[config.mk]
export PLATFORM = sky130hd
export DESIGN_NAME = pc_sequencer
export DESIGN_NICKNAME = d
export VERILOG_FILES = /design/src/rtl/pc_sequencer.sv
export SDC_FILE = /design/constraint.sdc
export NUM_CORES = 1
export LEC_CHECK = 0
export CAP_MARGIN = 0
export CORE_MARGIN = 4
export CORE_UTILIZATION = 40
export CTS_BUF_LIST = sky130_fd_sc_hd__clkbuf_2
export CTS_CLUSTER_SIZE = 10
export DETAILED_ROUTE_END_ITERATION = 16
export GPL_ROUTABILITY_DRIVEN = 0
export PLACE_DENSITY = 0.76
export RECOVER_POWER = 100
export SYNTH_ARGS = -nofsm -noshare
export SYNTH_HDL_FRONTEND = slang
export SYNTH_SLANG_ARGS = --single-unit
[constraint.sdc]
create_clock -name clk -period 2.3 [get_ports clk]
set_clock_uncertainty 0.1 [all_clocks]
set_input_delay 0.345 -clock clk [delete_from_list [all_inputs] [get_ports clk]]
set_output_delay 0.345 -clock clk [all_outputs]
set_load 0.005 [all_outputs]
[src/rtl/pc_sequencer.sv]
// ============================================================================
// pc_sequencer
//
// Program-counter sequencer for the CPU fetch path. Holds the current
// instruction address and, on every enabled cycle, increments it, jumps to an
// absolute target, branches by a signed offset, or calls/returns through a
// small hardware return stack. The pc output feeds the instruction-fetch
// register stage directly.
//
// Configuration macro:
//   PC_STACK_EN  defined   -> return stack present; CALL pushes pc+1 and jumps,
//                             RET pops into pc; overflow/underflow raise stack_err.
//                undefined -> no stack storage; CALL acts as JMP (no error),
//                             RET acts as INC and raises stack_err;
//                             stack_full tied 0, stack_empty tied 1.
//
// Parameters:
//   ADDR_W       address width in bits
//   STACK_DEPTH  return-stack entries (power of two, >= 2)
//   RESET_ADDR   pc value after reset
//
// Ports:
//   clk          in   rising-edge clock
//   clr          in   asynchronous active-low reset (low = clear)
//   en           in   advance enable; 0 holds all state
//   op[2:0]      in   000 HOLD, 001 INC, 010 JMP, 011 BR, 100 CALL, 101 RET,
//                     110/111 behave as INC
//   target       in   JMP/CALL absolute address, BR two's-complement offset
//   pc           out  current instruction address (registered)
//   stack_full   out  return stack holds STACK_DEPTH entries (registered)
//   stack_empty  out  return stack holds no entries (registered)
//   stack_err    out  one-cycle pulse after CALL-when-full or RET-when-empty
//
// All outputs come straight from flops; op/target sampled at edge N are
// visible after edge N.
// ============================================================================
module pc_sequencer #(
    parameter int                ADDR_W      = 12,
    parameter int                STACK_DEPTH = 4,
    parameter logic [ADDR_W-1:0] RESET_ADDR  = '0
) (
    input  logic              clk,
    input  logic              clr,
    input  logic              en,
    input  logic [2:0]        op,
    input  logic [ADDR_W-1:0] target,
    output logic [ADDR_W-1:0] pc,
    output logic              stack_full,
    output logic              stack_empty,
    output logic              stack_err
);

    localparam logic [2:0] OP_HOLD = 3'b000;
    localparam logic [2:0] OP_INC  = 3'b001;
    localparam logic [2:0] OP_JMP  = 3'b010;
    localparam logic [2:0] OP_BR   = 3'b011;
    localparam logic [2:0] OP_CALL = 3'b100;
    localparam logic [2:0] OP_RET  = 3'b101;

    // Reject unsupported depths at elaboration time.
    if (STACK_DEPTH < 2 || (STACK_DEPTH & (STACK_DEPTH - 1)) != 0) begin : g_bad_depth
        $error("pc_sequencer: STACK_DEPTH must be a power of two >= 2");
    end

    logic [ADDR_W-1:0] pc_inc;
    logic [ADDR_W-1:0] pc_next;
    logic              err_next;

    // Modulo 2^ADDR_W; wraps silently, including the pushed return address.
    assign pc_inc = pc + ADDR_W'(1);

`ifdef PC_STACK_EN
    localparam int PTR_W = $clog2(STACK_DEPTH);
    localparam int CNT_W = PTR_W + 1;
    localparam logic [CNT_W-1:0] DEPTH_CNT = CNT_W'(STACK_DEPTH);

    logic [ADDR_W-1:0] stack_mem [STACK_DEPTH];
    logic [CNT_W-1:0]  count_q;
    logic [CNT_W-1:0]  count_next;
    logic              push;
    logic [ADDR_W-1:0] stack_top;

    // count_q - 1 addresses the most recent entry; only consumed when the
    // stack is non-empty, so the wrapped index at count 0 is harmless.
    assign stack_top = stack_mem[PTR_W'(count_q - CNT_W'(1))];

    always_comb begin
        pc_next    = pc;
        err_next   = 1'b0;
        count_next = count_q;
        push       = 1'b0;
        if (en) begin
            case (op)
                OP_HOLD: pc_next = pc;
                OP_JMP:  pc_next = target;
                // Same-width two's-complement add equals adding the
                // sign-extended offset modulo 2^ADDR_W.
                OP_BR:   pc_next = pc + target;
                OP_CALL: begin
                    if (count_q == DEPTH_CNT) begin
                        pc_next  = pc_inc;
                        err_next = 1'b1;
                    end else begin
                        pc_next    = target;
                        push       = 1'b1;
                        count_next = count_q + CNT_W'(1);
                    end
                end
                OP_RET: begin
                    if (count_q == '0) begin
                        pc_next  = pc_inc;
                        err_next = 1'b1;
                    end else begin
                        pc_next    = stack_top;
                        count_next = count_q - CNT_W'(1);
                    end
                end
                default: pc_next = pc_inc;   // INC and reserved codes
            endcase
        end
    end

    always_ff @(posedge clk or negedge clr) begin
        if (!clr) begin
            pc          <= RESET_ADDR;
            count_q     <= '0;
            stack_full  <= 1'b0;
            stack_empty <= 1'b1;
            stack_err   <= 1'b0;
        end else begin
            pc          <= pc_next;
            count_q     <= count_next;
            stack_full  <= (count_next == DEPTH_CNT);
            stack_empty <= (count_next == '0);
            stack_err   <= err_next;
        end
    end

    // Entry contents are don't-care after reset, so storage is not cleared.
    // A push never happens when full, so existing entries are never overwritten.
    always_ff @(posedge clk) begin
        if (push) begin
            stack_mem[count_q[PTR_W-1:0]] <= pc_inc;
        end
    end
`else
    always_comb begin
        pc_next  = pc;
        err_next = 1'b0;
        if (en) begin
            case (op)
                OP_HOLD: pc_next = pc;
                OP_JMP:  pc_next = target;
                OP_BR:   pc_next = pc + target;
                OP_CALL: pc_next = target;       // no stack: plain jump
                OP_RET: begin                    // no stack: advance and flag
                    pc_next  = pc_inc;
                    err_next = 1'b1;
                end
                default: pc_next = pc_inc;
            endcase
        end
    end

    always_ff @(posedge clk or negedge clr) begin
        if (!clr) begin
            pc        <= RESET_ADDR;
            stack_err <= 1'b0;
        end else begin
            pc        <= pc_next;
            stack_err <= err_next;
        end
    end

    assign stack_full  = 1'b0;
    assign stack_empty = 1'b1;
`endif

endmodule

==> metrics.md, run 1 <==
| Metric | Value |
|---|---|
| Req. time, crit path | approximately 2.4 ns |
| Worst setup SP type | primary input |
| Crit. Startpoint | op[1] |
| Worst reg2reg setup slack | approximately 0.1 ns |
| Worst Tran Pin Value | 0.630 ns |
| Crit path cell chain | buf_2, and3b_2, buf_4, nand2_2, inv_1, ha_1, a21oi_2, nor2_4, o211ai_1, buf_4, nor4b_1, o41ai_2 |
| DR iter-0 viols | around 80 |
| Buf/Inv on CP | 4 |
| Minimum clock period | approximately 2.3 ns |
| Final WS setup | 0.0135 ns |
| Setup crit end | pc[7]$_DFFE_PN0P_ |
| RSZ-0062 raised after global routing | true |
| Top Metal Used | met4 |
| WL/cell | about 14 µm |
| H-tree depth | 1 |
| Most common cell after layout, fill and taps aside | buf_4 |
| Gr ovfl total | 0 |
| Share of layout cells above drive strength 1 | about 28% |
| Post-DP Area | 0.00185 mm² |
| Slew Limit Headroom | between 50% and 60% |
| Cell family with most CP delay | simple AND/OR/NAND/NOR gates |
| Area contributors post-synth | dfrtp_1 (25%), ha_1 (11%), nand2_1 (5.9%) |
| Most frequent cells in the layout | buf_4 (32), nand2_1 (19), dlygate4sd3_1 (15) |
| Via/cell ratio | 5.35 |
| Yosys top cell area share | between 20 and 30% |
| Final slew viol count | 0 |
| Ant diodes | 0 |
| Mapped Area | around 0.0013 mm² |
| Nets | about 250 |
| Die height | 64.5 µm |
| Max Cap Viol | 0 |
| Critical path's most frequent cell | buf_4 |
| Crit path largest cell delay | roughly 0.34 ns |
| Final non-filler cell area | between 0.0015 and 0.002 mm² |
| Post-DP HPWL | approximately 2.9 mm |
| Crit-path slowest cell | nor4b_1 |
| Reg-to-Reg Start | pc[0]$_DFFE_PN0P_ |
| Initial antenna violation count | 0 |
| Cell depth of the worst setup path | 12 |
| Vias in the first global route | 1425 |
| Cell Pwr Density | between 600 and 700 mW/mm² |
| Ys async rst share | 100% |
| Starting Density | a little over two fifths |
| Top_reg_cell synth | dfrtp_1 |
| Die area | 0.00416 mm² |
| Core Area | 0.00305 mm² |
| Dpl ws | -0.698 ns |
| Worst Path Max Fanout | 4 |
| Yosys warns | 0 |
| Met3 routed WL | roughly 150 µm |
| Port Buf Inserts | 30 |
| Post-synthesis sequential area ratio | roughly a quarter |
| CP Capture Type | flop |
| CTS max path bufs | 2 |
| Worst IR Drop VDD | ~0.44 mV |
| GRT Resource Usage Total | 19.0% |
| Largest area contributor in the netlist | dfrtp_1 |
| CTS Root Cell | clkbuf_2 |
| Num CTS Buffers | 3 |
| Clk slew on worst S/H paths | between 0.1 and 0.15 ns |
| Final period util | 99.4% |
| Post-synth net total | between 150 and 200 |
| Status | complete, no violations |
| Ports | 33 |
| Yosys cell types | 42 |
| CTS tree | done |
| Pin count of the biggest net entering global routing | 15 |
| Flop and latch count out of synthesis | 13 |
| First-pass GRT wire length | just over 6 mm |
| Number of flops mapped to enable cells by yosys | 0 |
| R2r worst-path depth | 9 |
| Setup CP Type | primary input to flop |
| CP arrival | between 2 and 2.5 ns |
| Worst R2R End | pc[8]$_DFFE_PN0P_ |
| Sink Count | 13 |
| Mapped Cells | 160 |
| Area growth syn-to-layout | 52.9% |
| Cell row count | 20 |
| DRC viols | 0 |
| Final setup fails | 0 |
| Latest clock arrival within the worst-skew pair | just under 0.3 ns |
| Syn_area_per_cell | approximately 8 µm² |
| Die Width | ~64 µm |
| WL met2 | between 2 and 2.5 mm |
| Worst hold-check path type | primary input to flop |
| Via count | approximately 1400 |
| Final wirelength | 3.82 mm |
| Max Clk Rate | roughly 0.44 GHz |
| Detail Route Antenna Nets | 0 |
| Leakage | around 0.00087 µW |
| Wl on met1 | about 1.5 mm |
| Hold Vio Cnt, Final | 0 |
| Drt pass-1 iters | 4 |
power by group:
group / switching [µW] / internal, µW
logic: 334 / 429
registers: 67.4 / 293
clock network: 85.0 / 46.1
total: 486 / 768
metrics by stage:
stage / hold WS [ns] / TNS (ns) / util, % / power [µW] / std cells
CTS: 0.340 / 0 / 62.7 / 1250 / 261
detailed placement: 0.421 / -5.29 / 60.6 / 1100 / 256
finish: 0.343 / 0 / 63.9 / 1250 / 265
global placement: 0.409 / -4.76 / 60.6 / 1070 / 256
floorplan: -0.0506 / -0.102 / - / 740 / 160
global route: 0.331 / -0.0399 / 63.9 / 1360 / 265
Yosys cell counts, types with 2 or more instances:
library cell,instances
mux2i_1,4
a221o_1,3
conb_1,2
o21ai_1,2
o21a_1,2
nor2_1,14
nor3_1,4
and2_1,9
o21ai_0,7
o211ai_1,2
ha_1,11
nand2b_1,3
or3_1,4
buf_4,3
buf_2,3
o31ai_1,2
nand2_1,20
a31oi_1,4
xnor2_1,2
inv_1,4
dfrtp_1,13
a21oi_1,11
o31a_1,2
nand3_1,9
nor2b_1,3
cell families (layout without fill, tap and decap cells):
kind of cell / count (synthesis) / after routing / share of synthesized area [%]
xor gates and xnor gates: 3 / 3 / 2.06
AOI/OAI and AO/OA: 41 / 41 / 21.8
other: 2 / 2 / 0.588
DFF: 13 / 13 / 25.5
adders and majority gates: 12 / 12 / 12.4
buffers and inverters: 11 / 72 / 4.41
and+or+nand+nor: 74 / 74 / 30.2
muxes: 4 / 4 / 3.14
layer usage:
metal	vias to the layer above	GRT usage, %
li1	698	-
met1	677	20.6
met2	34	34.7
met3	8	3.47
met4	0	10.0
met5	-	0
what timing repair did:
action,CTS,global route
pin swaps,7,7
endpoints found under the setup margin,8,6
hold buffers,0,0
setup buffers,1,4
gates resized for setup,23,5
hold endpoints to repair,0,0
state kept, by name, summed over array words and instances, names as in the netlist:
signal	count
stack_err	1
pc	12
worst min-delay path by stage:
stage,to,from,depth (start not counted)
CTS,stack_err$_DFF_PN0_,op[2],3
global placement,pc[7]$_DFFE_PN0P_,pc[7]$_DFFE_PN0P_,2
detailed placement,pc[7]$_DFFE_PN0P_,pc[7]$_DFFE_PN0P_,2
global route,pc[0]$_DFFE_PN0P_,target[0],3
finish,stack_err$_DFF_PN0_,op[2],3
floorplan,pc[0]$_DFFE_PN0P_,clr,0
final cells by class:
cell class,instances,area [µm²]
Fill cell,267,1100
Multi-Input combinational cell,136,991
Timing Repair Buffer,64,546
Sequential cell,13,325
Tap cell,44,55.1
Clock buffer,4,20.0
Inverter,4,15.0
worst reg2reg max path, cell delays in order (launching register included):
cell and delay, ns:
dfrtp_1 0.44, ha_4 0.18, inv_2 0.05, fa_2 0.19
and2b_1 0.19, o31a_1 0.27, o21ai_2 0.22, a21oi_2 0.09
mux2i_1 0.13, a221o_1 0.26
Note: power is estimated with default switching activity, not from simulation.
==> run 2, diff against run 1 <==
--- a/config.mk
+++ b/config.mk
@@ -8,11 +8,11 @@
 export CAP_MARGIN = 0
 export CORE_MARGIN = 4
 export CORE_UTILIZATION = 40
-export CTS_BUF_LIST = sky130_fd_sc_hd__clkbuf_2
+export CTS_BUF_LIST = sky130_fd_sc_hd__clkbuf_16
 export CTS_CLUSTER_SIZE = 10
 export DETAILED_ROUTE_END_ITERATION = 16
 export GPL_ROUTABILITY_DRIVEN = 0
-export PLACE_DENSITY = 0.76
+export PLACE_DENSITY = 0.71
 export RECOVER_POWER = 100
 export SYNTH_ARGS = -nofsm -noshare
 export SYNTH_HDL_FRONTEND = slang
==> run 2 against run 1 <==
The run now ends with negative setup slack left. Sequential cell count unchanged. Critical path depth unchanged. Design area up 4.4%. Worst setup slack worse by 0.066 ns. Count of clock-buffer cells in the layout down 1. Die area unchanged. Combinational power up 3.9%. Sequential share of layout area down 0.70 points. First-iteration DRC count down 20%. Power up 20%. Largest power group unchanged.
==> metrics.md, run 2 (synthesized netlist as in run 1, its figures left out) <==
| Metric | Value |
|---|---|
| Status | complete, but fails checks |
| Failing checks | negative setup slack |
| Final slew viol count | 0 (unchanged) |
| Die area | 0.00416 mm² (unchanged) |
| Dpl ws | -0.701 ns (-0.00226 ns) |
| Crit-path slowest cell | and3b_2 |
| Most frequent cells in the layout | buf_4 (30), nand2_1 (19), dlygate4sd3_1 (15) |
| Detail Route Antenna Nets | 0 (unchanged) |
| Drt pass-1 iters | 4 (unchanged) |
| CTS Root Cell | clkbuf_16 |
| Crit path cell chain | buf_6, and3b_2, nand2b_4, ha_4, inv_2, fa_2, and2b_1, o31a_1, o21ai_4, a21oi_2, mux2i_1, a221o_1 |
| R2r worst-path depth | 9 (unchanged) |
| Final WS setup | -0.0529 ns (-0.0665 ns) |
| Req. time, crit path | 2.33 ns (-0.05 ns) |
| WL met2 | 1.98 mm (-3.0%) |
| Starting Density | 41.8% (unchanged) |
| Worst reg2reg setup slack | 0.06 ns (-0.04 ns) |
| Reg-to-Reg Start | pc[0]$_DFFE_PN0P_ |
| Die Width | 64.5 µm (unchanged) |
| Worst Tran Pin Value | 0.667 ns (+0.0368 ns) |
| CTS tree | done |
| Vias in the first global route | 1449 (+1.7%) |
| CP Capture Type | flop |
| Num CTS Buffers | 3 (unchanged) |
| Top Metal Used | met4 |
| Worst setup SP type | primary input |
| Gr ovfl total | 0 (unchanged) |
| Slew Limit Headroom | 55.4% (-2.5 points) |
| Core Area | 0.00305 mm² (unchanged) |
| Crit path largest cell delay | 0.29 ns (-0.05 ns) |
| Final setup fails | 4 (+4) |
| Final Core Density | 66.7% (+2.8 points) |
| Largest Register | pc |
| Final wirelength | 3.86 mm (+1.1%) |
| Area growth syn-to-layout | 59.6% |
| Fill cell count | 267 (unchanged) |
| Clk slew on worst S/H paths | 0.05 ns (-0.09 ns) |
| Max Cap Viol | 0 (unchanged) |
| First-pass GRT wire length | 6.52 mm (+5.5%) |
| Pin count of the biggest net entering global routing | 15 (unchanged) |
| Via count | 1417 (unchanged) |
| Buf/Inv on CP | 2 (-2) |
| Cell Pwr Density | 737 mW/mm² (+15%) |
| Worst IR Drop VDD | 0.344 mV (-22%) |
| Setup CP Type | primary input to flop |
| Sink Count | 13 (unchanged) |
| Worst R2R End | pc[10]$_DFFE_PN0P_ |
| DRC viols | 0 (unchanged) |
| Met3 routed WL | 205 µm (+38%) |
| DR iter-0 viols | 65 (-20%) |
| Die height | 64.5 µm (unchanged) |
| Worst hold-check path type | primary input to flop |
| Share of layout cells above drive strength 1 | 28.6% (+0.58 points) |
| GRT Resource Usage Total | 19.7% (+0.75 points) |
| Most common cell after layout, fill and taps aside | buf_4 |
| WL/cell | 14.6 µm (+1.5%) |
| Via/cell ratio | 5.37 (+0.38%) |
| Setup crit end | pc[10]$_DFFE_PN0P_ |
| Nets | 251 (-0.40%) |
| H-tree depth | 1 (unchanged) |
| Wl on met1 | 1.62 mm (+5.4%) |
| Cell family with most CP delay | compound AO/OA/AOI/OAI gates |
| Worst Path Max Fanout | 3 (-1) |
| CP arrival | 2.38 ns (about the same) |
| Latest clock arrival within the worst-skew pair | 0.25 ns (-0.04 ns) |
| Crit. Startpoint | op[2] |
| Ant diodes | 0 (unchanged) |
| Max Clk Rate | 0.425 GHz (-2.8%) |
| Ports | 33 (unchanged) |
| Minimum clock period | 2.35 ns (+0.0665 ns) |
| Pwr Total | 1500 µW (+20%) |
| Port Buf Inserts | 30 (unchanged) |
| Final period util | 102% (+2.9 points) |
| Leakage | 0.000894 µW (+2.8%) |
| Post-DP HPWL | 2.83 mm (-3.8%) |
| RSZ-0062 raised after global routing | true |
| Leading registers by flop count | pc x12, stack_err x1 |
| Hold Vio Cnt, Final | 0 (unchanged) |
| Initial antenna violation count | 0 (unchanged) |
| Cell depth of the worst setup path | 12 (unchanged) |
| CTS max path bufs | 2 (unchanged) |
| Cell row count | 20 (unchanged) |
| Max reg flops | 12 (unchanged) |
## run 2: cell count changes in the layout (fill, tap and decap cells not counted), sizes merged
cell / delta
buf: -1
inv: +1
clkbuf: -1
## run 2: final cells by class
cell class,instances,area (µm²),share of cell area [%]
multi-input cells,136,1020,50.1
well taps,44,55.1,2.70
repair buffers,63,542,26.6
inverters,4,15.0,0.737
clock buffers,3,75.1,3.69
flip-flops and latches,13,325,16.0
clock inverters,1,3.75,0.184
## run 2: how the worst min path moves through the flow
stage                                 start                   to  cells after the start
after detailed placement  pc[7]$_DFFE_PN0P_    pc[7]$_DFFE_PN0P_                      2
after CTS                             op[2]  stack_err$_DFF_PN0_                      3
after global routing                  op[2]  stack_err$_DFF_PN0_                      3
after floorplan                         clr    pc[0]$_DFFE_PN0P_                      0
final                                 op[2]  stack_err$_DFF_PN0_                      3
after global placement    pc[7]$_DFFE_PN0P_    pc[7]$_DFFE_PN0P_                      2
## run 2: where the power goes
| part | total (µW) | internal (µW) | switching, µW | leakage [µW] |
|---|---|---|---|---|
| sequential | 367 | 295 | 71.8 | 0.000155 |
| combinational | 792 | 452 | 340 | 0.000696 |
| clock | 342 | 231 | 111 | 0.0000423 |
| total | 1500 | 978 | 523 | 0.000894 |
## run 2: per-layer routing
| layer | up-vias | global-route usage (%) |
|---|---|---|
| met2 | 46 | 34.5 |
| li1 | 701 | - |
| met4 | 0 | 7.39 |
| met1 | 663 | 23.9 |
| met5 | - | 0 |
| met3 | 7 | 3.47 |
## run 2: tightest hold or removal path, cell delays in order
cell     delay [ns]
buf_6          0.07
buf_4          0.12
and4b_1        0.18
## run 2: repair_timing
item                       in CTS  in global routing
buffers inserted                4                  2
pin swaps                       7                 11
gates cloned                    0                  0
setup endpoints to repair       8                  6
hold buffers                    0                  0
resized for setup              19                  9
## run 2: per-stage QoR
step / std cells / hold WS, ns / TNS [ns] / area (µm²)
floorplan: 160 / -0.0506 / -0.102 / 1330
global placement: 254 / 0.399 / -4.39 / 1840
detailed placement: 254 / 0.407 / -4.82 / 1840
CTS: 262 / 0.402 / -0.266 / 1960
global route: 264 / 0.414 / -0.580 / 2040
finish: 264 / 0.393 / -0.154 / 2040
==> run 3, diff against run 2 <==
--- a/config.mk
+++ b/config.mk
@@ -5,6 +5,7 @@
 export SDC_FILE = /design/constraint.sdc
 export NUM_CORES = 1
 export LEC_CHECK = 0
+export ABC_CLOCK_PERIOD_IN_PS = 2300
 export CAP_MARGIN = 0
 export CORE_MARGIN = 4
 export CORE_UTILIZATION = 40
==> results of run 3 <==
No change in the layout: final DEF, timing and power equal those of run 2.
